<file path="config.mk">
export PLATFORM = sky130hd
export DESIGN_NAME = merge_pass_scheduler
export DESIGN_NICKNAME = d
export VERILOG_FILES = /design/src/rtl/merge_sort_pkg.sv /design/src/rtl/merge_job_gen.sv /design/src/rtl/merge_pass_scheduler.sv
export SDC_FILE = /design/constraint.sdc
export NUM_CORES = 1
export LEC_CHECK = 0
export BUFFER_PORTS_ARGS = -buffer_cell sky130_fd_sc_hd__buf_4
export CAP_MARGIN = 20
export CORE_ASPECT_RATIO = 2
export CORE_MARGIN = 3
export CORE_UTILIZATION = 50
export DETAILED_ROUTE_END_ITERATION = 10
export GPL_ROUTABILITY_DRIVEN = 0
export MAX_ROUTING_LAYER = met4
export PLACE_DENSITY = 0.77
export SKIP_LAST_GASP = 1
export SYNTH_ARGS = -nofsm -noshare
export SYNTH_HDL_FRONTEND = slang
export SYNTH_SLANG_ARGS = --single-unit
</file>
<file path="constraint.sdc">
create_clock -name clk -period 2.6 [get_ports clk]
set_input_delay 0.52 -clock clk [delete_from_list [all_inputs] [get_ports clk]]
set_output_delay 0.52 -clock clk [all_outputs]
set_load 0.03 [all_outputs]
</file>
<file path="src/rtl/merge_sort_pkg.sv">
// Shared types for the bottom-up merge sort scheduler: FSM states and the merge job payload.
package merge_sort_pkg;

   // Widest element index a job can carry; each instance uses only its low ADDR_W bits.
   localparam int JOB_ADDR_W = 16;

   typedef enum logic [2:0] {
      IDLE    = 3'd0,
      ISSUE   = 3'd1,
      WAIT    = 3'd2,
      ADVANCE = 3'd3,
      FINISH  = 3'd4
   } sched_state_t;

   typedef struct packed {
      logic [JOB_ADDR_W-1:0] l_base;
      logic [JOB_ADDR_W-1:0] r_base;
      logic [JOB_ADDR_W:0]   len;
      logic                  bank;
   } merge_job_t;

endpackage

</file>
<file path="src/rtl/merge_job_gen.sv">
// Walks the bottom-up merge order: holds the next job to issue (base, run length, bank, pass)
// and steps it on advance; init rewinds to the first job of pass 0.
module merge_job_gen
   import merge_sort_pkg::*;
#(
   parameter  int N_ELEM = 16,
   localparam int ADDR_W = $clog2(N_ELEM),
   localparam int PASS_W = $clog2(ADDR_W + 1)
) (
   input  logic              clk,
   input  logic              rst_n,
   input  logic              init,
   input  logic              advance,
   output merge_job_t        job,
   output logic              last_job,
   output logic              last_pass,
   output logic [PASS_W-1:0] pass_idx
);

   localparam logic [ADDR_W:0] N_W = (ADDR_W + 1)'(N_ELEM);

   logic [ADDR_W:0]   base_q, base_d;
   logic [ADDR_W:0]   len_q, len_d;
   logic              bank_q, bank_d;
   logic [PASS_W-1:0] pass_q, pass_d;
   logic [ADDR_W:0]   two_len_s;
   logic [ADDR_W:0]   next_base_s;
   logic [ADDR_W-1:0] r_base_s;

   // One bit of headroom keeps base + 2*len from wrapping at the end of a pass.
   always_comb begin
      two_len_s   = {len_q[ADDR_W-1:0], 1'b0};
      next_base_s = base_q + two_len_s;
      r_base_s    = base_q[ADDR_W-1:0] + len_q[ADDR_W-1:0];
      last_pass   = (two_len_s == N_W);
      last_job    = last_pass && (next_base_s >= N_W);
   end

   always_comb begin
      base_d = base_q;
      len_d  = len_q;
      bank_d = bank_q;
      pass_d = pass_q;
      if (init) begin
         base_d = '0;
         len_d  = (ADDR_W + 1)'(1'b1);
         bank_d = 1'b0;
         pass_d = '0;
      end else if (advance) begin
         if (next_base_s < N_W) begin
            base_d = next_base_s;
         end else if (!last_pass) begin
            len_d  = two_len_s;
            base_d = '0;
            bank_d = ~bank_q;
            pass_d = pass_q + PASS_W'(1'b1);
         end else begin
            base_d = base_q;
         end
      end else begin
         base_d = base_q;
      end
   end

   always_ff @(posedge clk or negedge rst_n) begin
      if (!rst_n) begin
         base_q <= '0;
         len_q  <= (ADDR_W + 1)'(1'b1);
         bank_q <= 1'b0;
         pass_q <= '0;
      end else begin
         base_q <= base_d;
         len_q  <= len_d;
         bank_q <= bank_d;
         pass_q <= pass_d;
      end
   end

   always_comb begin
      job.l_base = JOB_ADDR_W'(base_q[ADDR_W-1:0]);
      job.r_base = JOB_ADDR_W'(r_base_s);
      job.len    = (JOB_ADDR_W + 1)'(len_q);
      job.bank   = bank_q;
      pass_idx   = pass_q;
   end

endmodule

</file>
<file path="src/rtl/merge_pass_scheduler.sv">
// Sequences a full bottom-up merge sort through one shared merge engine.
// Optional SCHED_ERR_EN adds a sticky sched_err flag for protocol violations.
module merge_pass_scheduler
   import merge_sort_pkg::*;
#(
   parameter  int N_ELEM = 16,
   localparam int ADDR_W = $clog2(N_ELEM),
   localparam int PASS_W = $clog2(ADDR_W + 1)
) (
   input  logic              clk,
   input  logic              rst_n,
   input  logic              sort_start,
   output logic              sort_busy,
   output logic              sort_done,
   output logic              result_bank,
   output logic              job_valid,
   input  logic              job_ready,
   output logic [ADDR_W-1:0] job_l_base,
   output logic [ADDR_W-1:0] job_r_base,
   output logic [ADDR_W:0]   job_len,
   output logic              job_bank,
   input  logic              merge_done,
   output logic [PASS_W-1:0] pass_idx
`ifdef SCHED_ERR_EN
   ,
   output logic              sched_err
`endif
);

   sched_state_t state_q, state_d;
   merge_job_t   job_q, job_d;
   logic         job_valid_q, job_valid_d;
   logic         sort_busy_q, sort_busy_d;
   logic         sort_done_q, sort_done_d;
   logic         result_bank_q, result_bank_d;
   logic         last_q, last_d;
   logic         gen_init_s;
   logic         gen_adv_s;
   merge_job_t   gen_job_s;
   logic         gen_last_job_s;
   logic         gen_last_pass_s;
   logic         unused_bits_s;

   merge_job_gen #(
      .N_ELEM (N_ELEM)
   ) u_job_gen (
      .clk       (clk),
      .rst_n     (rst_n),
      .init      (gen_init_s),
      .advance   (gen_adv_s),
      .job       (gen_job_s),
      .last_job  (gen_last_job_s),
      .last_pass (gen_last_pass_s),
      .pass_idx  (pass_idx)
   );

   // The generator steps on merge_done so ADVANCE already sees the next job; last_q remembers
   // whether the job that just completed was the final one.
   always_comb begin
      state_d       = state_q;
      job_d         = job_q;
      last_d        = last_q;
      result_bank_d = result_bank_q;
      gen_init_s    = 1'b0;
      gen_adv_s     = 1'b0;
      case (state_q)
         IDLE: begin
            gen_init_s = 1'b1;
            if (sort_start) begin
               state_d = ISSUE;
               job_d   = gen_job_s;
               last_d  = 1'b0;
            end else begin
               state_d = IDLE;
            end
         end
         ISSUE: begin
            if (job_valid_q && job_ready) begin
               state_d = WAIT;
            end else begin
               state_d = ISSUE;
            end
         end
         WAIT: begin
            if (merge_done) begin
               state_d   = ADVANCE;
               gen_adv_s = 1'b1;
               last_d    = gen_last_job_s;
            end else begin
               state_d = WAIT;
            end
         end
         ADVANCE: begin
            if (last_q) begin
               state_d       = FINISH;
               result_bank_d = ~gen_job_s.bank;
            end else begin
               state_d = ISSUE;
               job_d   = gen_job_s;
            end
         end
         FINISH: begin
            // Rewind here too so a start accepted in the very next IDLE cycle sees pass 0.
            gen_init_s = 1'b1;
            state_d    = IDLE;
         end
         default: begin
            state_d = IDLE;
         end
      endcase
      job_valid_d = (state_d == ISSUE);
      sort_busy_d = (state_d == ISSUE) || (state_d == WAIT) || (state_d == ADVANCE);
      sort_done_d = (state_d == FINISH);
   end

   always_ff @(posedge clk or negedge rst_n) begin
      if (!rst_n) begin
         state_q       <= IDLE;
         job_q         <= '0;
         job_valid_q   <= 1'b0;
         sort_busy_q   <= 1'b0;
         sort_done_q   <= 1'b0;
         result_bank_q <= 1'b0;
         last_q        <= 1'b0;
      end else begin
         state_q       <= state_d;
         job_q         <= job_d;
         job_valid_q   <= job_valid_d;
         sort_busy_q   <= sort_busy_d;
         sort_done_q   <= sort_done_d;
         result_bank_q <= result_bank_d;
         last_q        <= last_d;
      end
   end

`ifdef SCHED_ERR_EN
   logic sched_err_q, sched_err_d;

   always_comb begin
      sched_err_d = sched_err_q;
      if ((state_q == IDLE) && sort_start) begin
         sched_err_d = 1'b0;
      end else begin
         sched_err_d = sched_err_q;
      end
      if ((merge_done && (state_q != WAIT)) || (sort_start && sort_busy_q)) begin
         sched_err_d = 1'b1;
      end else begin
         sched_err_d = sched_err_d;
      end
   end

   always_ff @(posedge clk or negedge rst_n) begin
      if (!rst_n) begin
         sched_err_q <= 1'b0;
      end else begin
         sched_err_q <= sched_err_d;
      end
   end

   assign sched_err = sched_err_q;
`endif

   assign sort_busy     = sort_busy_q;
   assign sort_done     = sort_done_q;
   assign result_bank   = result_bank_q;
   assign job_valid     = job_valid_q;
   assign job_l_base    = job_q.l_base[ADDR_W-1:0];
   assign job_r_base    = job_q.r_base[ADDR_W-1:0];
   assign job_len       = job_q.len[ADDR_W:0];
   assign job_bank      = job_q.bank;
   assign unused_bits_s = ^{job_q, gen_last_pass_s};

endmodule
</file>
After elaboration in Yosys (flattened, before gate mapping)
Index checks and enable logic that the tools add are counted.

Add/sub/neg operators: 3. Multiply operators: 0. Div/mod/pow operators: 0. Magnitude comparators: 2. Equal/unequal tests: 15. Shift operators: 0. Multiplexer cells: 30. Bitwise operators: 1. Reductions and logical operators: 14.

Operators with widths (count): 38-bit two-way mux (2); 38-bit one-hot mux with 2 select lines (1); 5-bit two-way mux (8); 3-bit two-way mux (5); 3-bit by 2-bit equality test with 1-bit output, second input constant (4); 3-bit one-hot mux with 4 select lines (1); 1-bit two-way mux (11); 2-bit inequality test, second input constant (5); 3-bit AND reduction (3); 3-bit by 1-bit equality test with 1-bit output, second input constant (2); 3-bit equality test, second input constant (2); 2-bit nonzero test (3); 5-bit adder (1); 5-bit greater-or-equal comparator, second input constant (1); 5-bit less-than comparator, second input constant (1); 4-bit adder (1); 4-bit equality test, second input constant (1); 2-bit AND reduction (2); 3-bit by 1-bit adder with 3-bit output, second input constant (1); 3-bit zero test (1); 3-bit by 2-bit inequality test with 1-bit output, second input constant (1); 1-bit logical AND (2); 1-bit logical OR (2); 2-bit two-way mux (1); other kinds (3) (3).

Bits in registers: 36. Latch bits: 0. Bits in writable memories: 0. Bits in read-only memories: 0. Input bits: 5. Output and inout bits: 21. Word-level logic and storage cells: 79. Memories kept: 0.

Depth between registers and ports, before layout
Word-level depth: 6. Depth in mapped cells: 6. Gate-level depth less buffers: 5.

Hierarchy
Synthesis repeated with hierarchy kept, for this count alone.

Cell total of the unflattened synthesis: 171. Area total of the unflattened synthesis: 2060.7 µm².

Modules (own cells, without submodules): merge_job_gen (instances 1, cells each 108, area an instance 1094.8 µm², sequential area each 301.5 µm²); merge_pass_scheduler (instances 1, cells each 63, area an instance 965.9 µm², sequential area each 550.5 µm²).

Least setup slack after synthesis
OpenSTA, ideal clock, no wires.

Kind: reg-to-reg. Start: register u_job_gen.len_q[1]. End: register u_job_gen.base_q[1]. Setup time: 0.066 ns. Data arrival time: 1.758 ns. Required time: 2.534 ns. Path slack: 0.776 ns. Stages on the path, launching flop included: 6. Buffers on the path: 0. Clock period less this slack: 1.824 ns. Cell sequence: dfrtp_1 ha_1 a211oi_2 o21bai_2 a211oi_1 a22o_1.

Longest elaborated chain between the ends: 5. Elaborated cells between the ends (all ways): 8. Classes of those cells: 1 x add/sub; 1 x order compare; 2 x eq/ne; 3 x mux; 1 x reduce/logical.

RTL lines: start, declared (line merge_job_gen.sv:23) `logic [ADDR_W:0] len_q, len_d;`; start signal, assigned (line merge_job_gen.sv:68) `len_q <= (ADDR_W + 1)'(1'b1);`; start signal, assigned (line merge_job_gen.sv:73) `len_q <= len_d;`; 5-bit adder (line merge_job_gen.sv:33) `next_base_s = base_q + two_len_s;`; 5-bit less-than comparator (line merge_job_gen.sv:50) `if (next_base_s < N_W) begin`; 5-bit two-way mux (line merge_job_gen.sv:50); 5-bit two-way mux (line merge_job_gen.sv:49) `end else if (advance) begin`; 5-bit two-way mux (line merge_job_gen.sv:44) `if (init) begin`; end signal, assigned (line merge_job_gen.sv:72) `base_q <= base_d;`; end, declared (line merge_job_gen.sv:22) `logic [ADDR_W:0] base_q, base_d;`.

Several ways; a longest one is shown, not always the timed one. The select of a mux whose other input is x is not followed. A chain may end at the register's enable or synchronous reset.

Worst setup path after layout
Same ends and word-level chain as after synthesis.

==> flow_summary.json <==
{
  "status": "complete, no violations",
  "drt-total-wl_mm": 3.27,
  "intPower_w": 0.00101,
  "tritoncts": "built",
  "rsz0062_at_grt": "false",
  "grt_max_degree": 33,
  "dp_hpwl_mm": 2.46,
  "ys_ff_latch": 32,
  "std_cell_rows": 28,
  "p_sw_w": 0.000580,
  "p_comb_share_pct": 35.1,
  "switching_share_pct": 36.4,
  "crit_path_end_kind": "flip-flop",
  "clkSlewWorstSetupHoldPaths_ns": 0.06,
  "cts_resized": 0,
  "path_cells": "ha_1 -> a211oi_2 -> o21bai_2 -> a211oi_1 -> a22o_1",
  "min_period_ns": 2.10,
  "worstSetupStartpointType": "flip-flop",
  "viasPerCell": 5.90,
  "syn2layout_area_growth_pct": 16.0,
  "fin_crit_sh_pct": 80.8,
  "drv_cap": 0,
  "overflow": 0,
  "power.share.sequential_pct": 40.9,
  "critPathRequiredTime_ns": 2.82,
  "diodes": 0,
  "initial_core_util_pct": 53.5,
  "grt_use_met2_pct": 32.8,
  "relSlewSlack_pct": 64.8,
  "synth.cell_area_um2": 1630,
  "busiest_layer": "met2",
  "fin_setup_tns_ns": 0,
  "postSynthCellCount": 134,
  "drt_iter0_drc": 36,
  "cp_max_fo": 7,
  "cts.path.max_buffers": 2,
  "chipWidth_um": 46.4,
  "hold_viol_final": 0,
  "htreeDepth": 2,
  "clk_latency_ns": 0.28,
  "cts-root-buf": "clkbuf_8",
  "cts_setup_buffers": 0,
  "nets": 172,
  "power_density_nw_per_um2": 844,
  "yosys_warnings": 0,
  "cp_slowest_cell": "dfrtp_1",
  "hold_class": "in -> async",
  "critical_path.top_delay_family": "compound AO/OA/AOI/OAI gates",
  "synth_cell_types": 42,
  "ant_nets": 0,
  "syn_avg_cell_area_um2": 12.2,
  "synth_nets": 146,
  "vias": 1126,
  "clock-skew-final_ns": 0.00271,
  "worst_slew_pin_slew_ns": 0.527,
  "total_power_w": 0.00159,
  "antenna_found_initial": 0,
  "wire_per_inst_um": 17.1,
  "clkPwrFrac_pct": 24.0,
  "setup_viol": 0,
  "cts_buffers": 5,
  "ys_seq_area_share_pct": 49.2,
  "drc": 0,
  "max-vdd-ir-drop_mv": 0.564,
  "io_buffer_count": 24,
  "grt_pass1_wl_mm": 5.58,
  "core_area_um2": 3050,
  "dr.pass1.iters": 4,
  "grt_usage_pct": 20.2,
  "die-area_um2": 4020,
  "io_pins": 26,
  "crit_buf_inv": 0,
  "die_y_um": 86.8,
  "met3_usage_pct": 5.61,
  "worst-endpoint-arrival_ns": 2.32,
  "p_leak_nw": 0.912,
  "cts_hold_buf": 0,
  "layout-drive-gt1-share_pct": 31.1,
  "clock-sinks": 32,
  "critPathMaxStageDelay_ns": 0.49,
  "met1_usage_pct": 21.1,
  "clock.fmax_mhz": 476,
  "report.final.slew_viol_count": 0,
  "grt_pass1_vias": 1198,
  "path_class": "reg -> reg"
}
synthesized netlist by cell type:
cell | instances | area (um^2)
a21oi_4 | 1 | 16.3
nor2_1 | 8 | 30.0
nand4b_1 | 1 | 8.76
nand3_1 | 5 | 25.0
nand4bb_4 | 1 | 27.5
o211ai_1 | 2 | 15.0
xor2_1 | 1 | 8.76
a211oi_1 | 1 | 7.51
fa_1 | 1 | 20.0
o21a_1 | 1 | 7.51
nor3_1 | 1 | 5.00
mux2i_1 | 3 | 30.0
nand3b_1 | 4 | 30.0
mux2_2 | 4 | 45.0
o21ba_2 | 1 | 10.0
o21ai_0 | 5 | 25.0
nand2_1 | 6 | 22.5
a211oi_2 | 2 | 25.0
or2_2 | 1 | 6.26
buf_2 | 1 | 5.00
a21oi_1 | 10 | 50.1
xnor2_1 | 3 | 26.3
dfstp_2 | 1 | 26.3
nor4b_4 | 1 | 23.8
o21ai_1 | 1 | 5.00
or3b_4 | 1 | 11.3
nor2b_1 | 1 | 6.26
inv_1 | 4 | 15.0
o22ai_1 | 1 | 6.26
o21bai_2 | 1 | 11.3
a22o_1 | 3 | 26.3
a31oi_1 | 2 | 12.5
conb_1 | 1 | 3.75
a211o_1 | 2 | 17.5
o31ai_1 | 1 | 7.51
nand2b_1 | 2 | 12.5
ha_1 | 6 | 75.1
mux2_4 | 6 | 90.1
dfrtp_1 | 31 | 776
buf_12 | 1 | 20.0
buf_4 | 3 | 22.5
a21o_1 | 2 | 15.0
per-stage QoR:
step	std cells	hold slack [ns]	cell area [um^2]	setup slack (ns)	util (%)
final	191	0.162	1890	0.499	62.0
after global routing	191	0.188	1890	0.359	62.0
after CTS	191	0.176	1890	0.509	62.0
after detailed placement	183	0.473	1800	0.528	59.1
after global placement	183	0.467	1800	0.633	59.1
after floorplan	134	0.224	1630	0.776	-
power groups by stage:
stage	logic [W]	registers, W	clock network, W
floorplan	0.000352	0.000733	0
global placement	0.000553	0.000657	0
detailed placement	0.000566	0.000661	0
CTS	0.000567	0.000653	0.000389
global route	0.000612	0.000668	0.000410
finish	0.000560	0.000652	0.000382
state kept, by name, indices dropped and copies added, names as in the netlist, 3 cells and up:
signal,count
job_l_base,3
job_len,5
job_r_base,3
state_q,3
u_job_gen.base_q,3
u_job_gen.len_q,5
u_job_gen.pass_idx,3
area by class of cell:
cell class / instances / area (um^2)
Clock buffer: 8 / 90.1
Fill cell: 257 / 1160
Inverter: 4 / 15.0
Multi-Input combinational cell: 93 / 766
Sequential cell: 32 / 802
Tap cell: 30 / 37.5
Timing Repair Buffer: 24 / 180
path summary, 6_finish.rpt:
kind,startpoint,endpoint,slack [ns],depth (start not counted)
min in group clk,result_bank,result_bank,0.48,2
worst min register to register,result_bank,result_bank,0.48,2
worst max register to register,u_job_gen.len_q[1],u_job_gen.base_q[1],0.50,5
worst min-delay path,rst_n,job_len[0],0.16,1
max in group asynchronous,rst_n,u_job_gen.len_q[0],2.12,1
worst max-delay path,u_job_gen.len_q[1],u_job_gen.base_q[1],0.50,5
cells by family (layout without fill, tap and decap cells):
kind of cell / after synthesis / count (layout) / share of synthesized area, %
muxes: 13 / 13 / 10.1
DFF: 32 / 32 / 49.2
adders and majority gates: 7 / 7 / 5.83
buffers and inverters: 9 / 36 / 3.84
other: 1 / 1 / 0.230
AOI/OAI and AO/OA: 36 / 36 / 15.8
and+or+nand+nor: 32 / 32 / 12.8
xor gates and xnor gates: 4 / 4 / 2.15
cell usage in the layout, fill, tap and decap left out, drive strengths merged, types with 2 or more instances in the layout:
cell    synthesis  routed
nor2            8       8
nand3b          4       4
a21o            2       2
mux2           10      10
inv             4       4
buf             5      24
nand2b          2       2
o211ai          2       2
nand3           5       5
a21oi          11      11
dfrtp          31      31
a211o           2       2
ha              6       6
a211oi          3       3
o21ai           6       6
a31oi           2       2
mux2i           3       3
nand2           6       6
a22o            3       3
xnor2           3       3
clkbuf          0       8
metal layers:
layer	share of wire, %	vias up
met1	38	557
li1	-	536
met4	3.0	0
met5	0	-
met2	56	25
met3	3.4	8
(Power assumes the default switching activity.)
